$ cat src/rtl/muldiv_unit.sv
// rtl/muldiv_unit.sv - iterative RISC-V M-extension multiply/divide unit
//
// Purpose: executes MUL, MULH, MULHSU, MULHU, DIV, DIVU, REM and REMU.
// Operands are reduced to magnitudes at accept. One bit is resolved per
// cycle in CALC. FIX restores the sign and selects the result half.
// Divide by zero and signed overflow skip CALC and go straight to DONE.
//
// Ports:
//   clk        rising-edge clock
//   rst        asynchronous active-high reset
//   kill       synchronous flush, abandons the current operation
//   in_valid   request valid
//   in_ready   request accepted (IDLE state, low while rst is high)
//   op         funct3: 0 MUL 1 MULH 2 MULHSU 3 MULHU 4 DIV 5 DIVU 6 REM 7 REMU
//   a, b       rs1 / rs2 operands, sampled only at accept
//   out_valid  result valid, held until out_ready
//   out_ready  consumer accepts the result
//   result     result, stable while out_valid and held in IDLE
//
// Configuration macro: MULDIV_FAST_MUL_EN. When it is defined, multiplies
// complete in a single cycle on a native multiplier. Divides are unchanged.

module muldiv_unit #(
    parameter int XLEN = 32
) (
    input  logic            clk,
    input  logic            rst,
    input  logic            kill,
    input  logic            in_valid,
    output logic            in_ready,
    input  logic [2:0]      op,
    input  logic [XLEN-1:0] a,
    input  logic [XLEN-1:0] b,
    output logic            out_valid,
    input  logic            out_ready,
    output logic [XLEN-1:0] result
);

    localparam int CNT_W = $clog2(XLEN) + 1;
    localparam logic [XLEN-1:0] MIN_NEG = {1'b1, {(XLEN-1){1'b0}}};

    typedef enum logic [1:0] {S_IDLE, S_CALC, S_FIX, S_DONE} state_t;

    state_t            state_q, state_d;
    logic [2:0]        op_q, op_d;
    logic              neg_res_q, neg_res_d;   // product / quotient sign
    logic              neg_rem_q, neg_rem_d;   // remainder sign (sign of a)
    logic [XLEN-1:0]   mag_b_q, mag_b_d;       // multiplicand or divisor magnitude
    logic [2*XLEN-1:0] acc_q, acc_d;           // mult {hi, multiplier}; div {rem, quotient}
    logic [CNT_W-1:0]  cnt_q, cnt_d;
    logic [XLEN-1:0]   result_q, result_d;

    // Operand signedness: MULH is signed x signed. MULHSU is signed x unsigned.
    // DIV and REM are signed. The low product half of MUL does not depend on sign.
    logic            a_sgn, b_sgn, a_neg, b_neg;
    logic [XLEN-1:0] a_mag, b_mag;

    assign a_sgn = (op == 3'd1) || (op == 3'd2) || (op == 3'd4) || (op == 3'd6);
    assign b_sgn = (op == 3'd1) || (op == 3'd4) || (op == 3'd6);
    assign a_neg = a_sgn & a[XLEN-1];
    assign b_neg = b_sgn & b[XLEN-1];
    assign a_mag = a_neg ? -a : a;
    assign b_mag = b_neg ? -b : b;

    // One shift-add step: conditionally add the multiplicand, then shift right.
    logic [XLEN:0] mul_sum;
    assign mul_sum = {1'b0, acc_q[2*XLEN-1:XLEN]} + {1'b0, (acc_q[0] ? mag_b_q : '0)};

    // One restoring-division step. The partial remainder is always below the
    // divisor, so bit XLEN of the difference is the borrow.
    logic [XLEN:0] div_shift, div_diff;
    assign div_shift = {acc_q[2*XLEN-1:XLEN], acc_q[XLEN-1]};
    assign div_diff  = div_shift - {1'b0, mag_b_q};

    logic [2*XLEN-1:0] prod_fix;
    logic [XLEN-1:0]   quo_fix, rem_fix;
    assign prod_fix = neg_res_q ? -acc_q : acc_q;
    assign quo_fix  = neg_res_q ? -acc_q[XLEN-1:0] : acc_q[XLEN-1:0];
    assign rem_fix  = neg_rem_q ? -acc_q[2*XLEN-1:XLEN] : acc_q[2*XLEN-1:XLEN];

`ifdef MULDIV_FAST_MUL_EN
    // Sign-extended operands: the low 2*XLEN bits of the product are exact.
    logic [2*XLEN-1:0] fast_prod;
    assign fast_prod = {{XLEN{a_neg}}, a} * {{XLEN{b_neg}}, b};
`endif

    always_comb begin
        state_d   = state_q;
        op_d      = op_q;
        neg_res_d = neg_res_q;
        neg_rem_d = neg_rem_q;
        mag_b_d   = mag_b_q;
        acc_d     = acc_q;
        cnt_d     = cnt_q;
        result_d  = result_q;
        case (state_q)
            S_IDLE: begin
                if (in_valid) begin
                    op_d      = op;
                    neg_res_d = a_neg ^ b_neg;
                    neg_rem_d = a_neg;
                    mag_b_d   = b_mag;
                    cnt_d     = '0;
                    if (op[2] && (b == '0)) begin
                        result_d = op[1] ? a : '1;
                        state_d  = S_DONE;
                    end else if (op[2] && !op[0] && (a == MIN_NEG) && (b == '1)) begin
                        result_d = op[1] ? '0 : a;
                        state_d  = S_DONE;
`ifdef MULDIV_FAST_MUL_EN
                    end else if (!op[2]) begin
                        result_d = (op[1:0] == 2'd0) ? fast_prod[XLEN-1:0]
                                                     : fast_prod[2*XLEN-1:XLEN];
                        state_d  = S_DONE;
`endif
                    end else begin
                        acc_d   = {{XLEN{1'b0}}, a_mag};
                        state_d = S_CALC;
                    end
                end
            end
            S_CALC: begin
                if (!op_q[2]) begin
                    acc_d = {mul_sum, acc_q[XLEN-1:1]};
                end else if (!div_diff[XLEN]) begin
                    acc_d = {div_diff[XLEN-1:0], acc_q[XLEN-2:0], 1'b1};
                end else begin
                    acc_d = {div_shift[XLEN-1:0], acc_q[XLEN-2:0], 1'b0};
                end
                cnt_d = cnt_q + 1'b1;
                if (cnt_q == CNT_W'(XLEN - 1)) begin
                    state_d = S_FIX;
                end
            end
            S_FIX: begin
                if (!op_q[2]) begin
                    result_d = (op_q[1:0] == 2'd0) ? prod_fix[XLEN-1:0]
                                                   : prod_fix[2*XLEN-1:XLEN];
                end else begin
                    result_d = op_q[1] ? rem_fix : quo_fix;
                end
                state_d = S_DONE;
            end
            S_DONE: begin
                if (out_ready) begin
                    state_d = S_IDLE;
                end
            end
            default: state_d = S_IDLE;
        endcase
        // A flush leaves the last delivered result intact.
        if (kill) begin
            state_d  = S_IDLE;
            result_d = result_q;
        end
    end

    always_ff @(posedge clk or posedge rst) begin
        if (rst) begin
            state_q   <= S_IDLE;
            op_q      <= '0;
            neg_res_q <= 1'b0;
            neg_rem_q <= 1'b0;
            mag_b_q   <= '0;
            acc_q     <= '0;
            cnt_q     <= '0;
            result_q  <= '0;
        end else begin
            state_q   <= state_d;
            op_q      <= op_d;
            neg_res_q <= neg_res_d;
            neg_rem_q <= neg_rem_d;
            mag_b_q   <= mag_b_d;
            acc_q     <= acc_d;
            cnt_q     <= cnt_d;
            result_q  <= result_d;
        end
    end

    assign in_ready  = (state_q == S_IDLE) && !rst;
    assign out_valid = (state_q == S_DONE);
    assign result    = result_q;

endmodule

$ cat config.mk
export PLATFORM = sky130hd
export DESIGN_NAME = muldiv_unit
export DESIGN_NICKNAME = d
export VERILOG_FILES = /design/src/rtl/muldiv_unit.sv
export SDC_FILE = /design/constraint.sdc
export NUM_CORES = 1
export LEC_CHECK = 0
export CAP_MARGIN = 5
export CORE_MARGIN = 2
export CORE_UTILIZATION = 50
export DETAILED_ROUTE_END_ITERATION = 7
export GPL_ROUTABILITY_DRIVEN = 1
export GPL_TIMING_DRIVEN = 0
export HOLD_SLACK_MARGIN = 0.08
export PLACE_DENSITY = 0.7
export SLEW_MARGIN = 20
export SYNTH_ARGS = -nofsm -noshare
export SYNTH_HDL_FRONTEND = slang
export SYNTH_SLANG_ARGS = --single-unit
$ cat constraint.sdc
create_clock -name clk -period 6.2 [get_ports clk]
set_input_delay 1.24 -clock clk [delete_from_list [all_inputs] [get_ports clk]]
set_output_delay 1.24 -clock clk [all_outputs]
set_load 0.05 [all_outputs]
==> flow_summary.ini, run 1 <==
[worst_hold_path]
whs_path_depth = 2
hold_class = flip-flop to flip-flop
startpoint_of_the_most_critical_hold_path = result[28]

[placed_design]
finalWeightedCongestion = 1.02
place.port_buffers = 103
hpwl_um = 46300
detailedPlace.worstSlack_ns = 0.293

[setup_path]
worst_path_most_repeated_cell = buf_2
startpoint = b[0]
critPathSlowestCell = a2bb2oi_2
critPathLaunchType = input pin
reg2reg_from = acc_q[31]
cp_cell_sequence = clkdlybuf4s50_1 > inv_1 > ha_1 > or3b_2 > or3_1 > nor3_2 > and4_1 > clkbuf_1 > o21bai_2 > a2bb2oi_2 > buf_2 > buf_2 > nand2_1 > o21ai_0
cp_data_arrival_time_ns = 6.04
r2r_cells = 15
worstPathRequired_ns = 6.56
crit_fanout = 10
critical_path.max_stage_delay_ns = 0.63
critical_path_class = input pin to flip-flop
timing.critical_path.to_type = flip-flop

[run_status]
status = finished clean

[yosys]
synth_largest_type_area_fraction_pct = 24.0
async_flop_share_pct = 100
yosysWarningCount = 0
synth_enable_flop_cells = 0
synthesis.instances = 2007
synth_seq_area_share_pct = 24.0
post_synth_most_frequent_cells = nand2_1 (289), o21ai_0 (224), nor2_1 (189), a21oi_1 (149), dfrtp_1 (141)
cell_area_after_technology_mapping_mm2 = 0.0147
yosysUniqueCellTypes = 76
yosysMostFrequentCell = nand2_1
syn-num-nets = 2155
average_instance_area_after_synthesis_um2 = 7.31
synth_top_cells_by_area = dfrtp_1 (24%), o21ai_0 (7.6%), nand2_1 (7.4%)
synth-main-ff-cell = dfrtp_1
number_of_synthesized_register_bits = 141
post-synth-top-area-cell = dfrtp_1

[sta]
maxClockFrequency_mhz = 176
finClkSkew_ns = 0.0106
slew_violations = 0
hold_violations = 0
slew_headroom_pct = 20.8
min_period_ns = 5.68
final_critical_path_setup_slack_ns = 0.518
setup_viol = 0
unrepaired_setup_endpoints_after_global_routing = no
tightest_slew_ns = 1.17
min_period_over_period_pct = 91.6

[layout]
utilization_pct = 58.3
diodes = 0
drive_gt1_share_pct = 3.92
filler_cell_count = 2820
area_delta_synth_final_pct = 14.3
final_nets = 2278

[die]
die-area_mm2 = 0.0307
chip_width_um = 175
rows = 62
floorplan.die.height_um = 175
core_box_area_mm2 = 0.0288
number_of_top_level_pins = 106
initial_core_util_pct = 51.0

[grt]
grt_overflow_total = 0
grt_use_total_pct = 37.9
global_route_wire_length_before_repair_um = 88900
vias_in_the_first_global_route = 15052
grt_max_degree = 72
antenna_found_initial = 1

[detailed_routing]
wl_per_cell_um = 23.2
post-route-drc-count = 0
finalWirelength_um = 58500
drt-vias-per-instance = 6.42
antenna_left = 0
vias = 16223
dr.pass1.iters = 6
detail_route.iter0.violations = 2020

[power]
totalPowerFinal_mw = 8.25
irDropWorstVdd_uv = 239
total_leakage_power_nw = 7.03
powerDensity_mw_per_mm2 = 492

[clock_tree]
post_cts_resized = 0
cts.htree.levels = 4
postCtsHoldBufs = 0
cts_root_buffer = clkbuf_16
post_cts_setup_repair_bufs = 0
clkTransAtPathRegs_ns = 0.07
cts_buffers = 17
tritoncts = yes
clkSinkCount = 141
clock_tree.buffer_depth = 2
worst_skew_pair.late_latency_ns = 0.44

[job]
cap_viol_max_count = 0
## layout make-up
class                           count  area (um^2)  area share [%]
Multi-Input combinational cell   1669        10400            61.9
Clock inverter                     12          114           0.679
Tap cell                          384          480            2.87
Sequential cell                   141         3530            21.0
Buffer                            132          518            3.09
Inverter                           65          251            1.50
Clock buffer                       20          437            2.60
Timing Repair Buffer              104         1060            6.31
## state kept, by name (all words and copies together) (netlist names)
register	flops
acc_q	64
mag_b_q	32
result	32
cnt_q	6
op_q	3
state_q	2
neg_rem_q	1
neg_res_q	1
## layer usage
metal | global-route usage (%) | wire (um)
met4 | 13.6 | 1980
met1 | 53.6 | 25000
met2 | 55.2 | 24700
met5 | 0 | 13
met3 | 10.2 | 6820
## worst paths after layout
check	to	slack [ns]
max	acc_q[8]	0.52
min	result[28]	0.48
max reg2reg	acc_q[61]	1.19
min reg2reg	result[28]	0.48
max in group asynchronous	acc_q[62]	4.16
min in group asynchronous	op_q[0]	1.27
## stage by stage
step                hold slack (ns)  instances  cell area (um^2)  TNS [ns]
global placement              0.462       2494             16200   -152.68
global route                  0.503       2527             16800         0
detailed placement            0.470       2495             16200         0
CTS                           0.485       2527             16800         0
floorplan                     0.450       2007             14700         0
finish                        0.480       2527             16800         0
## report_power, final
part,internal [mW],switching (mW),leakage (nW)
logic,1.94,3.65,4.96
registers,1.24,0.405,1.82
clock network,0.556,0.464,0.257
total,3.73,4.52,7.03
## worst max-delay path, delay by kind of cell
family | cells | cell delay [ns]
buf+inv | 5 | 1.91
simple gates | 5 | 1.69
compound gates | 3 | 1.00
fa+ha+maj | 1 | 0.17
## cell families after synthesis
kind of cell | synth area share [%]
XOR/XNOR | 11.9
AND/OR/NAND/NOR | 21.6
adder cells (fa/ha/maj) | 6.58
multiplexers | 4.08
AO/OA/AOI/OAI | 26.6
flip-flops | 24.0
buffers and inverters | 5.19
## layout by cell type, fill, tap and decap left out, types with 34 or more instances in the layout
cell,netlist,routed
a21o_1,43,43
a21oi_1,149,149
clkbuf_1,111,114
clkdlybuf4s50_1,0,103
dfrtp_1,141,141
ha_1,74,74
inv_1,63,62
mux2i_1,43,43
nand2_1,289,289
nand3_1,36,36
nor2_1,189,189
o21ai_0,224,224
o31ai_1,34,34
xnor2_1,96,96
xor2_1,103,103
Power figures use the tool's default switching activity.
==> inputs of run 2 (changes only) <==
Settings changed: CORE_ASPECT_RATIO set to 0.5.
==> flow_summary.ini, run 2 (synthesis results as in run 1) <==
[sta]
unrepaired_setup_endpoints_after_global_routing = no
worst_hold_margin_ns = 0.473
finClkSkew_ns = 0.0135
setup-tns-final_ns = 0
slew_headroom_pct = 27.5
min_period_over_period_pct = 93.0
min_period_ns = 5.76
slew_violations = 0
maxClockFrequency_mhz = 174
setup_viol = 0
hold_violations = 0
tightest_slew_ns = 1.09

[clock_tree]
clkTransAtPathRegs_ns = 0.06
tritoncts = yes
post_cts_resized = 0
cts_buffers = 17
worst_skew_pair.late_latency_ns = 0.47
cts_root_buffer = clkbuf_16
cts.htree.levels = 4
post_cts_setup_repair_bufs = 0
clock_tree.buffer_depth = 2
postCtsHoldBufs = 0
clkSinkCount = 141

[layout]
layoutNonFillerInstCount = 2534
top_register = acc_q
final_common_cell = nand2_1
final_design_area_no_fill_mm2 = 0.0169
final_cell_mix = nand2_1 (289), o21ai_0 (224), nor2_1 (189)
final_nets = 2279
largest_register_ff_count = 64
drive_gt1_share_pct = 4.11
area_delta_synth_final_pct = 14.9
diodes = 0

[grt]
global_route_wire_length_before_repair_um = 86500
grt_max_degree = 80
vias_in_the_first_global_route = 14205
antenna_found_initial = 1
grt_use_total_pct = 36.9
grt_overflow_total = 0

[placed_design]
numPlacedInstances = 2503
hpwl_um = 44900
place.port_buffers = 103
finalWeightedCongestion = 1.01
place_area_mm2 = 0.0162

[detailed_routing]
dr.pass1.iters = 6
finalWirelength_um = 57200
antenna_left = 0
detail_route.iter0.violations = 1989
wl_per_cell_um = 22.6
post-route-drc-count = 0
drt-vias-per-instance = 6.26
vias = 15874

[setup_path]
timing.critical_path.to_type = flip-flop
worstPathRequired_ns = 6.57
critPathLaunchType = input pin
r2r_cells = 13
cp_data_arrival_time_ns = 6.13
crit_fanout = 10
critical_path_class = input pin to flip-flop

[worst_hold_path]
hold_class = flip-flop to flip-flop
whs_path_depth = 2

[job]
cap_viol_max_count = 0

[die]
initial_core_util_pct = 50.7
rows = 44
core_box_area_mm2 = 0.0290
number_of_top_level_pins = 106
die-area_mm2 = 0.0308
floorplan.die.height_um = 125
chip_width_um = 246

[run_status]
status = finished clean

[power]
totalPowerFinal_mw = 8.38
irDropWorstVdd_uv = 221
total_leakage_power_nw = 7.09
powerDensity_mw_per_mm2 = 497
[run 2: changes by cell type in the layout (fill, tap and decap cells not counted), sizes merged]
cell      previous run  this run
inv                 66        63
bufinv               1         4
clkinvlp             4         1
buf                 20        21
clkbuf             133       132
clkinv               6         9
[run 2: cell type report]
cell class                      instances  area (um^2)
Multi-Input combinational cell       1669        10400
Buffer                                132          518
Clock buffer                           19          443
Inverter                               65          251
Clock inverter                         12          170
Fill cell                            2806        12100
Sequential cell                       141         3530
Tap cell                              391          489
Timing Repair Buffer                  105         1060
[run 2: path summary, 6_finish.rpt]
path	startpoint	to	slack (ns)
hold reg to reg	mag_b_q[5]	mag_b_q[5]	0.47
setup reg to reg	acc_q[0]	result[8]	1.23
max in group asynchronous	rst	mag_b_q[22]	4.19
min in group asynchronous	rst	state_q[1]	1.23
setup / recovery	b[0]	acc_q[30]	0.44
hold / removal	mag_b_q[5]	mag_b_q[5]	0.47
[run 2: where the power goes]
| group | switching (mW) | internal (mW) | total, mW |
|---|---|---|---|
| Clock | 0.447 | 0.678 | 1.12 |
| Sequential | 0.448 | 1.24 | 1.69 |
| Combinational | 3.63 | 1.94 | 5.57 |
[run 2: metrics by stage]
stage / utilization, % / setup slack [ns]
after global placement: 55.9 / -1.22
after global routing: 58.2 / 0.313
after CTS: 58.2 / 0.676
final: 58.2 / 0.436
after detailed placement: 56.1 / 0.213
after floorplan: - / 1.18
[run 2: worst max-delay path: stages]
cell and delay, ns:
clkdlybuf4s50_1 0.43, inv_1 0.13, ha_1 0.19, or3b_2 0.45, or3_1 0.40, nor3_2 0.42, and4_1 0.49, clkbuf_1 0.37
o21bai_2 0.27, a2bb2oi_2 0.67, buf_2 0.45, buf_2 0.40, nand2_1 0.10, o21ai_0 0.10
[run 2: per-layer routing]
metal | GRT usage [%] | share of wire (%) | vias to the layer above
li1 | - | - | 7398
met1 | 55.6 | 45 | 7544
met2 | 52.5 | 41 | 843
met3 | 7.66 | 11 | 87
met4 | 10.9 | 2.3 | 2
met5 | 0 | 0.023 | -
